**config.mk**
```make
export PLATFORM = sky130hd
export DESIGN_NAME = brush_cursor_ctrl_flat
export DESIGN_NICKNAME = d
export VERILOG_FILES = /design/src/rtl/brush_cursor_ctrl_if.sv /design/src/rtl/brush_cursor_ctrl.sv /design/src/flat_wrapper.sv
export SDC_FILE = /design/constraint.sdc
export NUM_CORES = 1
export LEC_CHECK = 0
export BUFFER_PORTS_ARGS = -buffer_cell sky130_fd_sc_hd__buf_2
export CAP_MARGIN = 20
export CORE_MARGIN = 8
export CORE_UTILIZATION = 40
export DETAILED_ROUTE_END_ITERATION = 10
export GPL_ROUTABILITY_DRIVEN = 0
export SKIP_CTS_REPAIR_TIMING = 1
export SYNTH_ARGS = -nofsm -noshare
export SYNTH_HDL_FRONTEND = slang
export SYNTH_SLANG_ARGS = --single-unit
```
**constraint.sdc**
```tcl
create_clock -name Origin_Clock -period 3.4 [get_ports Origin_Clock]
set_input_delay 0.34 -clock Origin_Clock [delete_from_list [all_inputs] [get_ports Origin_Clock]]
set_output_delay 0.34 -clock Origin_Clock [all_outputs]
set_load 0.01 [all_outputs]
```
**src/rtl/brush_cursor_ctrl_if.sv**
```systemverilog
// Bundle between the step divider, the front-panel controls and the framebuffer write port.
// The master drives the strobe and controls; the slave drives the cursor and write port.
interface brush_cursor_ctrl_if #(
  parameter int X_W     = 8,
  parameter int Y_W     = 8,
  parameter int COLOR_W = 12
);
  logic               pulse;
  logic               btn_up;
  logic               btn_down;
  logic               btn_left;
  logic               btn_right;
  logic               draw_en;
  logic               clear;
  logic [COLOR_W-1:0] color;
  logic [X_W-1:0]     cur_x;
  logic [Y_W-1:0]     cur_y;
  logic               wr_en;
  logic [X_W+Y_W-1:0] wr_addr;
  logic [COLOR_W-1:0] wr_data;
  logic               busy;

  modport master (
    output pulse, btn_up, btn_down, btn_left, btn_right, draw_en, clear, color,
    input  cur_x, cur_y, wr_en, wr_addr, wr_data, busy
  );

  modport slave (
    input  pulse, btn_up, btn_down, btn_left, btn_right, draw_en, clear, color,
    output cur_x, cur_y, wr_en, wr_addr, wr_data, busy
  );
endinterface

```
**src/rtl/brush_cursor_ctrl.sv**
```systemverilog
// Brush cursor mover with hold-to-accelerate stepping, paint-on-step writes and a
// full-canvas clear sweep driving the framebuffer write port.
module brush_cursor_ctrl #(
  parameter int X_W        = 8,
  parameter int Y_W        = 8,
  parameter int ACCEL_HOLD = 16,
  parameter int ACCEL_STEP = 4,
  parameter int COLOR_W    = 12
) (
  input  logic               Origin_Clock,
  input  logic               reset,
  brush_cursor_ctrl_if.slave bus
);
  localparam int A_W  = X_W + Y_W;
  localparam int HC_W = $clog2(ACCEL_HOLD + 1);
  localparam logic [HC_W-1:0] HOLD_MAX = HC_W'(ACCEL_HOLD);
  localparam logic [X_W:0]    X_MAX    = {1'b0, {X_W{1'b1}}};
  localparam logic [Y_W:0]    Y_MAX    = {1'b0, {Y_W{1'b1}}};

  typedef enum logic {IDLE, CLEAR} state_t;

  // Bit order: 0 up, 1 down, 2 left, 3 right, 4 draw_en, 5 clear
  logic [5:0] async_in;
  logic [5:0] sync1_q, sync2_q;
  logic       clr_prev_q;

  state_t             state_q, state_d;
  logic [X_W-1:0]     cur_x_q, cur_x_d;
  logic [Y_W-1:0]     cur_y_q, cur_y_d;
  logic [HC_W-1:0]    hold_q, hold_d;
  logic               wr_en_q, wr_en_d;
  logic [A_W-1:0]     wr_addr_q, wr_addr_d;
  logic [COLOR_W-1:0] wr_data_q, wr_data_d;
  logic               busy_q, busy_d;

  logic           up_s, down_s, left_s, right_s, draw_s, clr_rise, dir_any;
  logic [X_W:0]   step_x, sum_x;
  logic [Y_W:0]   step_y, sum_y;
  logic [X_W-1:0] nx;
  logic [Y_W-1:0] ny;

  assign async_in = {bus.clear, bus.draw_en, bus.btn_right, bus.btn_left, bus.btn_down, bus.btn_up};
  assign up_s     = sync2_q[0];
  assign down_s   = sync2_q[1];
  assign left_s   = sync2_q[2];
  assign right_s  = sync2_q[3];
  assign draw_s   = sync2_q[4];
  assign clr_rise = sync2_q[5] & ~clr_prev_q;
  // Opposing buttons cancel, so they do not count as a held direction.
  assign dir_any  = (left_s ^ right_s) | (up_s ^ down_s);

  // Candidate position for a step: widened by one bit so the upper clamp sees the carry.
  always_comb begin
    step_x = (hold_q < HOLD_MAX) ? (X_W+1)'(1) : (X_W+1)'(ACCEL_STEP);
    step_y = (hold_q < HOLD_MAX) ? (Y_W+1)'(1) : (Y_W+1)'(ACCEL_STEP);
    sum_x  = {1'b0, cur_x_q} + step_x;
    sum_y  = {1'b0, cur_y_q} + step_y;
    nx     = cur_x_q;
    ny     = cur_y_q;
    if (right_s && !left_s) begin
      nx = (sum_x > X_MAX) ? '1 : sum_x[X_W-1:0];
    end else if (left_s && !right_s) begin
      nx = ({1'b0, cur_x_q} < step_x) ? '0 : cur_x_q - step_x[X_W-1:0];
    end
    if (down_s && !up_s) begin
      ny = (sum_y > Y_MAX) ? '1 : sum_y[Y_W-1:0];
    end else if (up_s && !down_s) begin
      ny = ({1'b0, cur_y_q} < step_y) ? '0 : cur_y_q - step_y[Y_W-1:0];
    end
  end

  always_comb begin
    state_d   = state_q;
    cur_x_d   = cur_x_q;
    cur_y_d   = cur_y_q;
    hold_d    = hold_q;
    wr_en_d   = 1'b0;
    wr_addr_d = wr_addr_q;
    wr_data_d = wr_data_q;
    busy_d    = busy_q;
    case (state_q)
      IDLE: begin
        if (clr_rise) begin
          // A pulse coinciding with the clear edge is dropped entirely.
          state_d   = CLEAR;
          busy_d    = 1'b1;
          wr_en_d   = 1'b1;
          wr_addr_d = '0;
          wr_data_d = '0;
        end else if (bus.pulse) begin
          cur_x_d = nx;
          cur_y_d = ny;
          if (!dir_any)              hold_d = '0;
          else if (hold_q < HOLD_MAX) hold_d = hold_q + HC_W'(1);
          if (draw_s) begin
            wr_en_d   = 1'b1;
            wr_addr_d = {ny, nx};
            wr_data_d = bus.color;
          end
        end
      end
      CLEAR: begin
        if (wr_addr_q == '1) begin
          state_d = IDLE;
          busy_d  = 1'b0;
        end else begin
          wr_en_d   = 1'b1;
          wr_addr_d = wr_addr_q + A_W'(1);
        end
      end
      default: state_d = IDLE;
    endcase
  end

  always_ff @(posedge Origin_Clock or posedge reset) begin
    if (reset) begin
      sync1_q    <= '0;
      sync2_q    <= '0;
      clr_prev_q <= 1'b0;
      state_q    <= IDLE;
      cur_x_q    <= {1'b1, {(X_W-1){1'b0}}};
      cur_y_q    <= {1'b1, {(Y_W-1){1'b0}}};
      hold_q     <= '0;
      wr_en_q    <= 1'b0;
      wr_addr_q  <= '0;
      wr_data_q  <= '0;
      busy_q     <= 1'b0;
    end else begin
      sync1_q    <= async_in;
      sync2_q    <= sync1_q;
      clr_prev_q <= sync2_q[5];
      state_q    <= state_d;
      cur_x_q    <= cur_x_d;
      cur_y_q    <= cur_y_d;
      hold_q     <= hold_d;
      wr_en_q    <= wr_en_d;
      wr_addr_q  <= wr_addr_d;
      wr_data_q  <= wr_data_d;
      busy_q     <= busy_d;
    end
  end

  assign bus.cur_x   = cur_x_q;
  assign bus.cur_y   = cur_y_q;
  assign bus.wr_en   = wr_en_q;
  assign bus.wr_addr = wr_addr_q;
  assign bus.wr_data = wr_data_q;
  assign bus.busy    = busy_q;
endmodule

```
**src/flat_wrapper.sv**
```systemverilog
// flat-port wrapper written by rule: the top's interface ports become plain ports
module brush_cursor_ctrl_flat 
#(
  parameter int X_W        = 8,
  parameter int Y_W        = 8,
  parameter int ACCEL_HOLD = 16,
  parameter int ACCEL_STEP = 4,
  parameter int COLOR_W    = 12
)
  (Origin_Clock, reset, bus_pulse, bus_btn_up, bus_btn_down, bus_btn_left, bus_btn_right, bus_draw_en, bus_clear, bus_color, bus_cur_x, bus_cur_y, bus_wr_en, bus_wr_addr, bus_wr_data, bus_busy);
  brush_cursor_ctrl_if #(.X_W(X_W), .Y_W(Y_W), .COLOR_W(COLOR_W)) bus_i ();
  input  logic Origin_Clock;
  input  logic reset;
  input wire logic [$bits(bus_i.pulse)-1:0] bus_pulse;
  input wire logic [$bits(bus_i.btn_up)-1:0] bus_btn_up;
  input wire logic [$bits(bus_i.btn_down)-1:0] bus_btn_down;
  input wire logic [$bits(bus_i.btn_left)-1:0] bus_btn_left;
  input wire logic [$bits(bus_i.btn_right)-1:0] bus_btn_right;
  input wire logic [$bits(bus_i.draw_en)-1:0] bus_draw_en;
  input wire logic [$bits(bus_i.clear)-1:0] bus_clear;
  input wire logic [$bits(bus_i.color)-1:0] bus_color;
  output wire logic [$bits(bus_i.cur_x)-1:0] bus_cur_x;
  output wire logic [$bits(bus_i.cur_y)-1:0] bus_cur_y;
  output wire logic [$bits(bus_i.wr_en)-1:0] bus_wr_en;
  output wire logic [$bits(bus_i.wr_addr)-1:0] bus_wr_addr;
  output wire logic [$bits(bus_i.wr_data)-1:0] bus_wr_data;
  output wire logic [$bits(bus_i.busy)-1:0] bus_busy;
  assign bus_i.pulse = bus_pulse;
  assign bus_i.btn_up = bus_btn_up;
  assign bus_i.btn_down = bus_btn_down;
  assign bus_i.btn_left = bus_btn_left;
  assign bus_i.btn_right = bus_btn_right;
  assign bus_i.draw_en = bus_draw_en;
  assign bus_i.clear = bus_clear;
  assign bus_i.color = bus_color;
  assign bus_cur_x = bus_i.cur_x;
  assign bus_cur_y = bus_i.cur_y;
  assign bus_wr_en = bus_i.wr_en;
  assign bus_wr_addr = bus_i.wr_addr;
  assign bus_wr_data = bus_i.wr_data;
  assign bus_busy = bus_i.busy;
  brush_cursor_ctrl #(.X_W(X_W), .Y_W(Y_W), .ACCEL_HOLD(ACCEL_HOLD), .ACCEL_STEP(ACCEL_STEP), .COLOR_W(COLOR_W)) u_core (.Origin_Clock(Origin_Clock), .reset(reset), .bus(bus_i));
endmodule
```
==> metrics.cfg, run 1 <==
[clock_tree]
clk_latency_ns=0.36
htree_levels=3
cts_tree=built
clk_pin_slew_ns=0.08
cts_inserted_buffers=9
cts.sinks=65
root_buffer=clkbuf_8
cts_buffer_depth=2

[floorplan]
initial_core_util_pct=40.9
design.core.area_um2=9730
die_w_um=116
row_count=36
pin_count=67
dieArea_um2=13400
die_y_um=116

[global_routing]
overflow=0
grt_max_degree=51
grt_first_pass_wirelength_um=17800
grtUsageTotal_pct=16.9
antenna_found_initial=0
grt_pass1_vias=3460

[layout]
layout.nets=524
area_delta_synth_final_pct=15.7
antennaDiodeCount=0
fin_area_um2=4600
final_cell_mix=buf_2, dfrtp_1, nand2_1, inv_1, nor2_1
final_common_cell=buf_2
drive_gt1_share_pct=20.2

[sta]
setup_violations=0
rsz0062_at_grt=false
worst_pin_slew_ns=0.707
clock.fmax_mhz=389
finalSetupTns_ns=0
hold_viol=0
skew_ns=0.0173
relSlewSlack_pct=52.9
min_period_over_period_pct=75.7
min_period_ns=2.57
maxSlewViolCount=0

[power]
leakage_nw=2.04
peakVddDrop_uv=245
power_density_nw_per_um2=551

[route]
drc_errors=0
initialDrtViolationCount=232
firstDrtPassIters=4
postRouteAntennaNets=0
avgRoutedWirePerCell_um=17.4
vias=3549
vias_per_cell=5.70
finalWirelength_um=10800

[status]
status=completed

[place]
dp_hpwl_um=8060
io_buffers=66
place_area_um2=4370

[synth]
avgSynthCellArea_um2=9.31
yosysWarnings=0
synth-seq-cells=65
ys_seq_area_share_pct=41.0
synth_edf_count=0
syn_nets=466
synth_ff_type=dfrtp_1
synth_area_um2=3980
syn-instance-count=427
synthArstFlopShare_pct=100
yosysUniqueCellTypes=69

[worst_setup_path]
path_class=reg2reg
ff2ff_setup_slack_ns=0.83
required_ns=3.65
worstPathArrival_ns=2.82
crit_path_end_kind=register
crit_fanout=9
critPathLaunchType=register

[job]
max_cap_violations=0

[worst_hold_path]
hold_class=in2reg

-- registers in the layout, summed over array words and instances (netlist names) --
| register | flops |
|---|---|
| u_core.bus.wr_addr | 16 |
| u_core.bus.wr_data | 12 |
| u_core.bus.cur_x | 8 |
| u_core.bus.cur_y | 8 |
| u_core.sync1_q | 6 |
| u_core.sync2_q | 6 |
| u_core.hold_q | 5 |
| u_core.bus.busy | 1 |
| u_core.bus.wr_en | 1 |
| u_core.clr_prev_q | 1 |
| u_core.state_q | 1 |
-- area by class of cell --
cell class | instances | area, µm²
Inverter | 29 | 109
Timing Repair Buffer | 71 | 370
Clock inverter | 5 | 78.8
Clock buffer | 11 | 141
Sequential cell | 65 | 1630
Tap cell | 133 | 166
Fill cell | 947 | 5130
Multi-Input combinational cell | 309 | 2100
-- where the power goes --
group	internal [mW]	leakage, nW	total [mW]	switching, mW
clock	0.432	0.113	0.750	0.318
combinational	0.324	1.12	0.723	0.400
sequential	0.897	0.801	1.06	0.163
total	1.65	2.04	2.53	0.880
-- critical path, stage by stage, from the launching register on --
cell,delay [ns]
dfrtp_1,0.43
inv_1,0.20
ha_1,0.28
or3b_2,0.51
a2111oi_0,0.49
a311oi_1,0.16
a221oi_1,0.32
nor2_1,0.08
-- kinds of logic (layout without fill, tap and decap cells) --
group	after synthesis	after routing	synth area share (%)
AOI/OAI and AO/OA	139	139	25.7
xor gates and xnor gates	16	16	3.52
adders and majority gates	18	18	5.66
buffers and inverters	53	116	6.10
DFF	65	65	41.0
muxes	2	2	0.535
and+or+nand+nor	134	134	17.5
-- per-layer routing --
layer / vias to the layer above / routed length, µm / track usage, %
met5: - / 0 / 0
met4: 0 / 231 / 6.91
met3: 20 / 648 / 3.96
met2: 97 / 5090 / 26.7
met1: 1727 / 4880 / 21.8
li1: 1705 / - / -
-- stage by stage --
| step | hold slack [ns] | std cells | worst slack [ns] | util (%) | total power, mW |
|---|---|---|---|---|---|
| 2_1_floorplan | 0.331 | 427 | 1.19 | - | 1.54 |
| 3_3_place_gp | 0.327 | 606 | 0.954 | 44.9 | 1.79 |
| 3_5_place_dp | 0.332 | 606 | 0.844 | 44.9 | 1.79 |
| 4_1_cts | -0.0605 | 622 | 0.839 | 47.2 | 2.55 |
| 5_1_grt | 0.0725 | 623 | 0.529 | 47.3 | 2.70 |
| 6_report | 0.0898 | 623 | 0.827 | 47.3 | 2.53 |
-- path summary, 6_finish.rpt --
check | start | end | cells after the start
min | bus_btn_down | u_core.sync1_q[1] | 1
min reg2reg | u_core.sync1_q[2] | u_core.sync2_q[2] | 0
min in group asynchronous | reset | u_core.bus.wr_addr[6] | 3
max reg2reg | u_core.hold_q[4] | u_core.bus.wr_addr[1] | 7
max in group asynchronous | reset | u_core.hold_q[0] | 4
max | u_core.hold_q[4] | u_core.bus.wr_addr[1] | 7
-- cell usage after synthesis, types with 7 or more instances --
cell type,instances,area [µm²]
o21ai_0,25,125
nand4_1,8,50.1
inv_1,29,109
xor2_1,9,78.8
ha_1,18,225
nor2_1,28,105
a21oi_1,20,100
dfrtp_1,63,1580
nand2b_1,8,50.1
nor3_1,10,50.1
a22o_1,12,105
nand3_1,15,75.1
xnor2_1,7,61.3
clkbuf_1,15,56.3
o211ai_1,8,60.1
nand2_1,29,109
(Power assumes the default switching activity.)
==> inputs of run 2 (changes only) <==
- ABC_AREA: unset -> 1
- clock period: 3.4 -> 2.58 ns (I/O delays scaled with it)
==> run 2 against run 1 <==
Effect of this change: critical path depth is 5 higher; sequential power is 68% higher; via count is 10% higher; die area is 1.1% higher; sequential cell count stayed put; cell count is 25% higher; critical endpoint is now u_core.bus.wr_addr[14]; highest routed layer unchanged; hold slack worse by 0.064 ns; largest cell class unchanged; routed wire length is 0.41% higher; setup slack worse by 0.45 ns; sequential share of layout area is 1.5 points lower.
==> metrics.cfg, run 2 <==
[status]
status=completed

[synth]
ys_seq_area_share_pct=40.4  ; -0.52 points
netlist_top_cells_count=nand2_1, dfrtp_1, nand3_1
syn-instance-count=565  ; +32%
ys_top_cells_by_area=dfrtp_1, nand2_1, nand3_1, ha_1, inv_1
synthArstFlopShare_pct=100  ; unchanged
synth-seq-cells=65  ; unchanged
yosysUniqueCellTypes=38  ; -45%
yosysTopAreaCell=dfrtp_1
synth_ff_type=dfrtp_1
synth_top_area_share_pct=39.1  ; -0.50 points
syn_nets=604  ; +30%
yosysWarnings=0  ; unchanged
avgSynthCellArea_um2=7.13  ; -23%
yosysMostFrequentCell=nand2_1
synth_edf_count=0  ; unchanged
synth_area_um2=4030  ; +1.3%

[floorplan]
dieArea_um2=13500  ; +1.1%
pin_count=67  ; unchanged
die_w_um=116  ; +0.55%
row_count=36  ; unchanged
die_y_um=116  ; +0.55%
design.core.area_um2=9770  ; +0.46%
initial_core_util_pct=41.2  ; +0.34 points

[clock_tree]
cts_tree=built
clk_latency_ns=0.35  ; about the same
cts_buffer_depth=2  ; unchanged
root_buffer=clkbuf_8
cts_inserted_buffers=9  ; unchanged
clk_pin_slew_ns=0.08  ; about the same
htree_levels=3  ; unchanged
cts.sinks=65  ; unchanged

[sta]
min_period_ns=2.21  ; -0.366 ns
worst_pin_slew_ns=0.556  ; -0.151 ns
hold_viol=0  ; unchanged
fin_ws_ns=0.373  ; -0.454 ns
maxSlewViolCount=0  ; unchanged
clock.fmax_mhz=453  ; +17%
finalSetupTns_ns=0  ; unchanged
rsz0062_at_grt=false
skew_ns=0.0118  ; -0.00548 ns
min_period_over_period_pct=85.5  ; +9.9 points
relSlewSlack_pct=62.9  ; +10 points
setup_violations=0  ; unchanged
whs_ns=0.0258  ; -0.0640 ns

[worst_setup_path]
cp.buffers_inverters=2  ; +1
crit_fanout=10  ; +1
path_class=reg2reg
cpMostUsedCell=nand2_1
required_ns=2.82  ; -0.83 ns
reg2reg_to=u_core.bus.wr_addr[14]
cp_slowest_stage_delay_ns=0.41  ; -0.10 ns
critPathSlowestCell=dfrtp_1
crit_path_end_kind=register
r2r-start=u_core.hold_q[4]
crit_family=simple AND/OR/NAND/NOR gates
critPathLaunchType=register
worstPathArrival_ns=2.45  ; -0.37 ns
ff2ff_setup_slack_ns=0.37  ; -0.45 ns
cp_cell_sequence=inv_1 > ha_1 > inv_1 > nor2_1 > nor2_1 > nand2_1 > o21ai_0 > nand2_1 > nand2_1 > nand2_1 > nand2_1 > a21oi_1
ff2ff_path_depth=12  ; +5

[worst_hold_path]
whs_path_depth=1  ; unchanged
whs_endpoint=u_core.sync1_q[2]
hold_class=in2reg
hold_path_startpoint=bus_btn_left

[global_routing]
busiest_layer=met2
grt_pass1_vias=3877  ; +12%
overflow=0  ; unchanged
grt_max_degree=66  ; +29%
grt_use_met3_pct=3.77  ; -0.19 points
grtUsageTotal_pct=17.3  ; +0.39 points
antenna_found_initial=0  ; unchanged
grt_first_pass_wirelength_um=18500  ; +3.9%
grt_use_met2_pct=27.9  ; +1.3 points
grt_util_met1_pct=21.8  ; about the same

[power]
power_density_nw_per_um2=1030  ; +87%
leakage_nw=2.55  ; +25%
peakVddDrop_uv=421  ; +72%
power_mw=4.95  ; +95%

[route]
finalWirelength_um=10900  ; +0.41%
postRouteAntennaNets=0  ; unchanged
drc_errors=0  ; unchanged
firstDrtPassIters=5  ; +1
vias=3910  ; +10%
initialDrtViolationCount=230  ; -0.86%
vias_per_cell=5.02  ; -12%
avgRoutedWirePerCell_um=14.0  ; -20%

[job]
max_cap_violations=0  ; unchanged

[layout]
final_common_cell=nand2_1
area_delta_synth_final_pct=19.3
antennaDiodeCount=0  ; unchanged
layout.nets=680  ; +30%
final_cell_mix=nand2_1, buf_2, dfrtp_1, nand3_1, inv_1
fillCellCount=1011  ; +6.8%
drive_gt1_share_pct=18.3  ; -1.9 points
fin_area_um2=4800  ; +4.4%
largest_reg_flops=16  ; unchanged

[place]
dp_hpwl_um=8050  ; -0.15%
io_buffers=66  ; unchanged
place_area_um2=4510  ; +3.3%
dp_slack_ns=0.400  ; -0.444 ns

## run 2: changes by cell type in the layout (fill, tap and decap cells not counted), moves of 10 or more
cell and change:
nand2_1 +156, nand3_1 +43, inv_1 +25, nor2_1 +23, a22o_1 -12, o21ai_0 +10
## run 2: per-stage QoR
step                instances  util, %
detailed placement        757     46.2
global route              779     49.1
finish                    779     49.1
floorplan                 565        -
CTS                       773     48.5
global placement          757     46.2
## run 2: worst reg2reg max path, cell delays in order, from the launching register on
cell and delay (ns):
dfrtp_1 0.41, inv_1 0.26, ha_1 0.32, inv_1 0.16, nor2_1 0.06, nor2_1 0.22
nand2_1 0.11, o21ai_0 0.19, nand2_1 0.07, nand2_1 0.07, nand2_1 0.08, nand2_1 0.07
a21oi_1 0.07
## run 2: cell type report
type                    instances  area [µm²]  share of cell area (%)
multi-input cells             426        2110                    43.8
repair buffers                 77         440                    9.17
flip-flops and latches         65        1630                    33.9
clock buffers                  10         138                    2.87
clock inverters                 6        91.3                    1.90
well taps                     133         166                    3.46
inverters                      62         233                    4.85
## run 2: worst max path at each step
stage	startpoint	end	slack [ns]	cells past startpoint
after floorplan	reset	u_core.bus.busy	0.70	1
after global placement	u_core.hold_q[4]	u_core.bus.cur_y[6]	0.44	12
after detailed placement	u_core.hold_q[4]	u_core.bus.cur_y[6]	0.40	12
after CTS	u_core.hold_q[4]	u_core.bus.wr_addr[14]	0.39	12
after global routing	u_core.hold_q[4]	u_core.bus.cur_y[6]	0.03	12
final	u_core.hold_q[4]	u_core.bus.wr_addr[14]	0.37	12
## run 2: report_power, final
group | leakage (nW) | internal [mW] | switching, mW
Clock | 0.105 | 0.572 | 0.428
Combinational | 1.63 | 0.815 | 1.35
Sequential | 0.809 | 1.34 | 0.441
Total | 2.55 | 2.73 | 2.22
## run 2: metal layers
metal  share of wire (%)  vias to the layer above
met5                   0                        -
met4                 1.6                        0
met3                 6.6                       14
met2                  47                      124
met1                  44                     1788
li1                    -                     1984
## run 2: cells by family (layout without fill, tap and decap cells)
logic type / count (synthesis) / in the layout / synth area share, %
compound gates: 76 / 76 / 10.5
flops: 65 / 65 / 40.4
xor+xnor: 4 / 4 / 0.870
buf+inv: 74 / 155 / 7.33
simple gates: 328 / 328 / 35.3
fa+ha+maj: 18 / 18 / 5.59
==> inputs of run 3 (changes only) <==
- clock period: 2.58 -> 2 ns (I/O delays scaled with it)
==> run 3 against run 2 <==
Effect of this change: setup slack lost 0.20 ns; register-to-register slack worse by 0.20 ns; clock skew barely moved; routed wire length decreased by 0.15%; maximum frequency up 21%; cell count grew 2.2%; hold slack better by 0.064 ns; non-clock buffer count is 17 higher; power grew 31%; via count is 1.9% higher; final area rose by 3.2%; largest cell class unchanged; highest routed layer unchanged.
==> metrics.cfg, run 3 (same netlist as run 2, synthesis figures left out) <==
[sta]
worst_pin_slew_ns=0.547  ; -0.00868 ns
setup_violations=0  ; unchanged
min_period_over_period_pct=91.2  ; +5.7 points
maxSlewViolCount=0  ; unchanged
rsz0062_at_grt=false
min_period_ns=1.82  ; -0.382 ns
relSlewSlack_pct=63.3  ; +0.34 points
clock.fmax_mhz=548  ; +21%
hold_viol=0  ; unchanged
skew_ns=0.0115  ; -0.000304 ns
finalSetupTns_ns=0  ; unchanged

[worst_setup_path]
r2r-start=u_core.hold_q[4]
crit_path_end_kind=register
path_class=reg2reg
worstPathArrival_ns=2.04  ; -0.41 ns
required_ns=2.22  ; -0.60 ns
ff2ff_path_depth=12  ; unchanged
crit_fanout=7  ; -3
critPathLaunchType=register
ff2ff_setup_slack_ns=0.18  ; -0.20 ns
reg2reg_to=u_core.bus.cur_x[1]

[global_routing]
grtUsageTotal_pct=16.6  ; -0.68 points
overflow=0  ; unchanged
grt_pass1_vias=3786  ; -2.3%
antenna_found_initial=0  ; unchanged
grt_max_degree=41  ; -38%
grt_first_pass_wirelength_um=17800  ; -3.5%

[floorplan]
die_w_um=116  ; unchanged
dieArea_um2=13500  ; unchanged
pin_count=67  ; unchanged
initial_core_util_pct=41.2  ; unchanged
row_count=36  ; unchanged
die_y_um=116  ; unchanged
design.core.area_um2=9770  ; unchanged

[layout]
final_cell_mix=nand2_1, buf_2, dfrtp_1, nand3_1, inv_1
final_common_cell=nand2_1
largest_reg_flops=16  ; unchanged
fillCellCount=998  ; -1.3%
layout.nets=697  ; +2.5%
fin_area_um2=4960  ; +3.2%
antennaDiodeCount=0  ; unchanged
drive_gt1_share_pct=21.3  ; +3.0 points
area_delta_synth_final_pct=23.1

[route]
avgRoutedWirePerCell_um=13.7  ; -2.3%
vias_per_cell=5.01  ; -0.28%
initialDrtViolationCount=222  ; -3.5%
finalWirelength_um=10900  ; -0.15%
drc_errors=0  ; unchanged
firstDrtPassIters=5  ; unchanged
vias=3984  ; +1.9%
postRouteAntennaNets=0  ; unchanged

[power]
power_density_nw_per_um2=1310  ; +27%
leakage_nw=2.64  ; +3.6%
power_mw=6.50  ; +31%
peakVddDrop_uv=485  ; +15%

[clock_tree]
cts_tree=built
cts.sinks=65  ; unchanged
clk_latency_ns=0.34  ; about the same
clk_pin_slew_ns=0.08  ; about the same
root_buffer=clkbuf_8
htree_levels=3  ; unchanged
cts_buffer_depth=2  ; unchanged
cts_inserted_buffers=9  ; unchanged

[place]
io_buffers=66  ; unchanged
place_area_um2=4630  ; +2.7%
dp_hpwl_um=8270  ; +2.7%

[status]
status=completed

[worst_hold_path]
hold_path_startpoint=bus_color[5]
whs_path_depth=3  ; +2
whs_endpoint=u_core.bus.wr_data[5]
hold_class=in2reg

[job]
max_cap_violations=0  ; unchanged

-- run 3: changes by cell type in the layout (fill, tap and decap cells not counted), moves of 2 or more --
cell | previous run | this run
inv_2 | 8 | 10
clkinvlp_4 | 3 | 1
nor2_2 | 2 | 5
nor2_1 | 51 | 48
clkinv_2 | 0 | 2
inv_1 | 53 | 51
buf_4 | 4 | 20
-- run 3: cell type report --
| class | count | area (µm²) | area share, % |
|---|---|---|---|
| Clock inverter | 5 | 77.6 | 1.57 |
| Multi-Input combinational cell | 426 | 2130 | 42.9 |
| Sequential cell | 65 | 1630 | 32.9 |
| Clock buffer | 11 | 151 | 3.05 |
| Timing Repair Buffer | 94 | 571 | 11.5 |
| Tap cell | 133 | 166 | 3.36 |
| Inverter | 62 | 233 | 4.70 |
-- run 3: power by group --
part	leakage (nW)	internal [mW]	total, mW	switching (mW)
Clock	0.115	0.766	1.28	0.516
Sequential	0.809	1.73	2.25	0.515
Combinational	1.71	1.15	2.97	1.82
-- run 3: worst max-delay path, cell delays in order (launching register included) --
cell and delay, ns:
dfrtp_1 0.35, inv_2 0.08, ha_1 0.21, inv_1 0.07, nand2_2 0.07, nor2_4 0.15
nand2_1 0.07, nor2_1 0.19, nand3_2 0.18, nand3_1 0.12, nand2_1 0.09, nand2_1 0.06
o21ai_0 0.08
-- run 3: per-stage QoR --
step | hold slack (ns) | cells | util (%) | worst slack [ns]
global route | 0.0839 | 796 | 50.7 | 0.00212
floorplan | 0.231 | 565 | - | 0.167
global placement | 0.242 | 773 | 47.4 | 0.0904
CTS | -0.137 | 789 | 49.8 | -0.00679
detailed placement | 0.251 | 773 | 47.4 | 0.0105
finish | 0.0898 | 796 | 50.7 | 0.175
-- run 3: worst max path at each step --
stage / start / cells past startpoint / slack (ns) / endpoint
2_1_floorplan: u_core.hold_q[4] / 12 / 0.17 / u_core.bus.cur_y[6]
3_3_place_gp: u_core.hold_q[4] / 12 / 0.09 / u_core.bus.cur_y[6]
3_5_place_dp: u_core.hold_q[4] / 12 / 0.01 / u_core.bus.cur_y[6]
4_1_cts: u_core.hold_q[4] / 12 / -0.007 / u_core.bus.cur_y[6]
6_report: u_core.hold_q[4] / 12 / 0.18 / u_core.bus.cur_x[1]
5_1_grt: u_core.hold_q[4] / 11 / 0.002 / u_core.bus.wr_addr[4]
-- run 3: layer usage --
layer | share of wire, % | vias up | GRT usage, %
li1 | - | 2014 | -
met2 | 48 | 108 | 27.4
met1 | 44 | 1847 | 20.7
met3 | 5.9 | 15 | 3.77
met5 | 0 | - | 0
met4 | 1.6 | 0 | 6.05
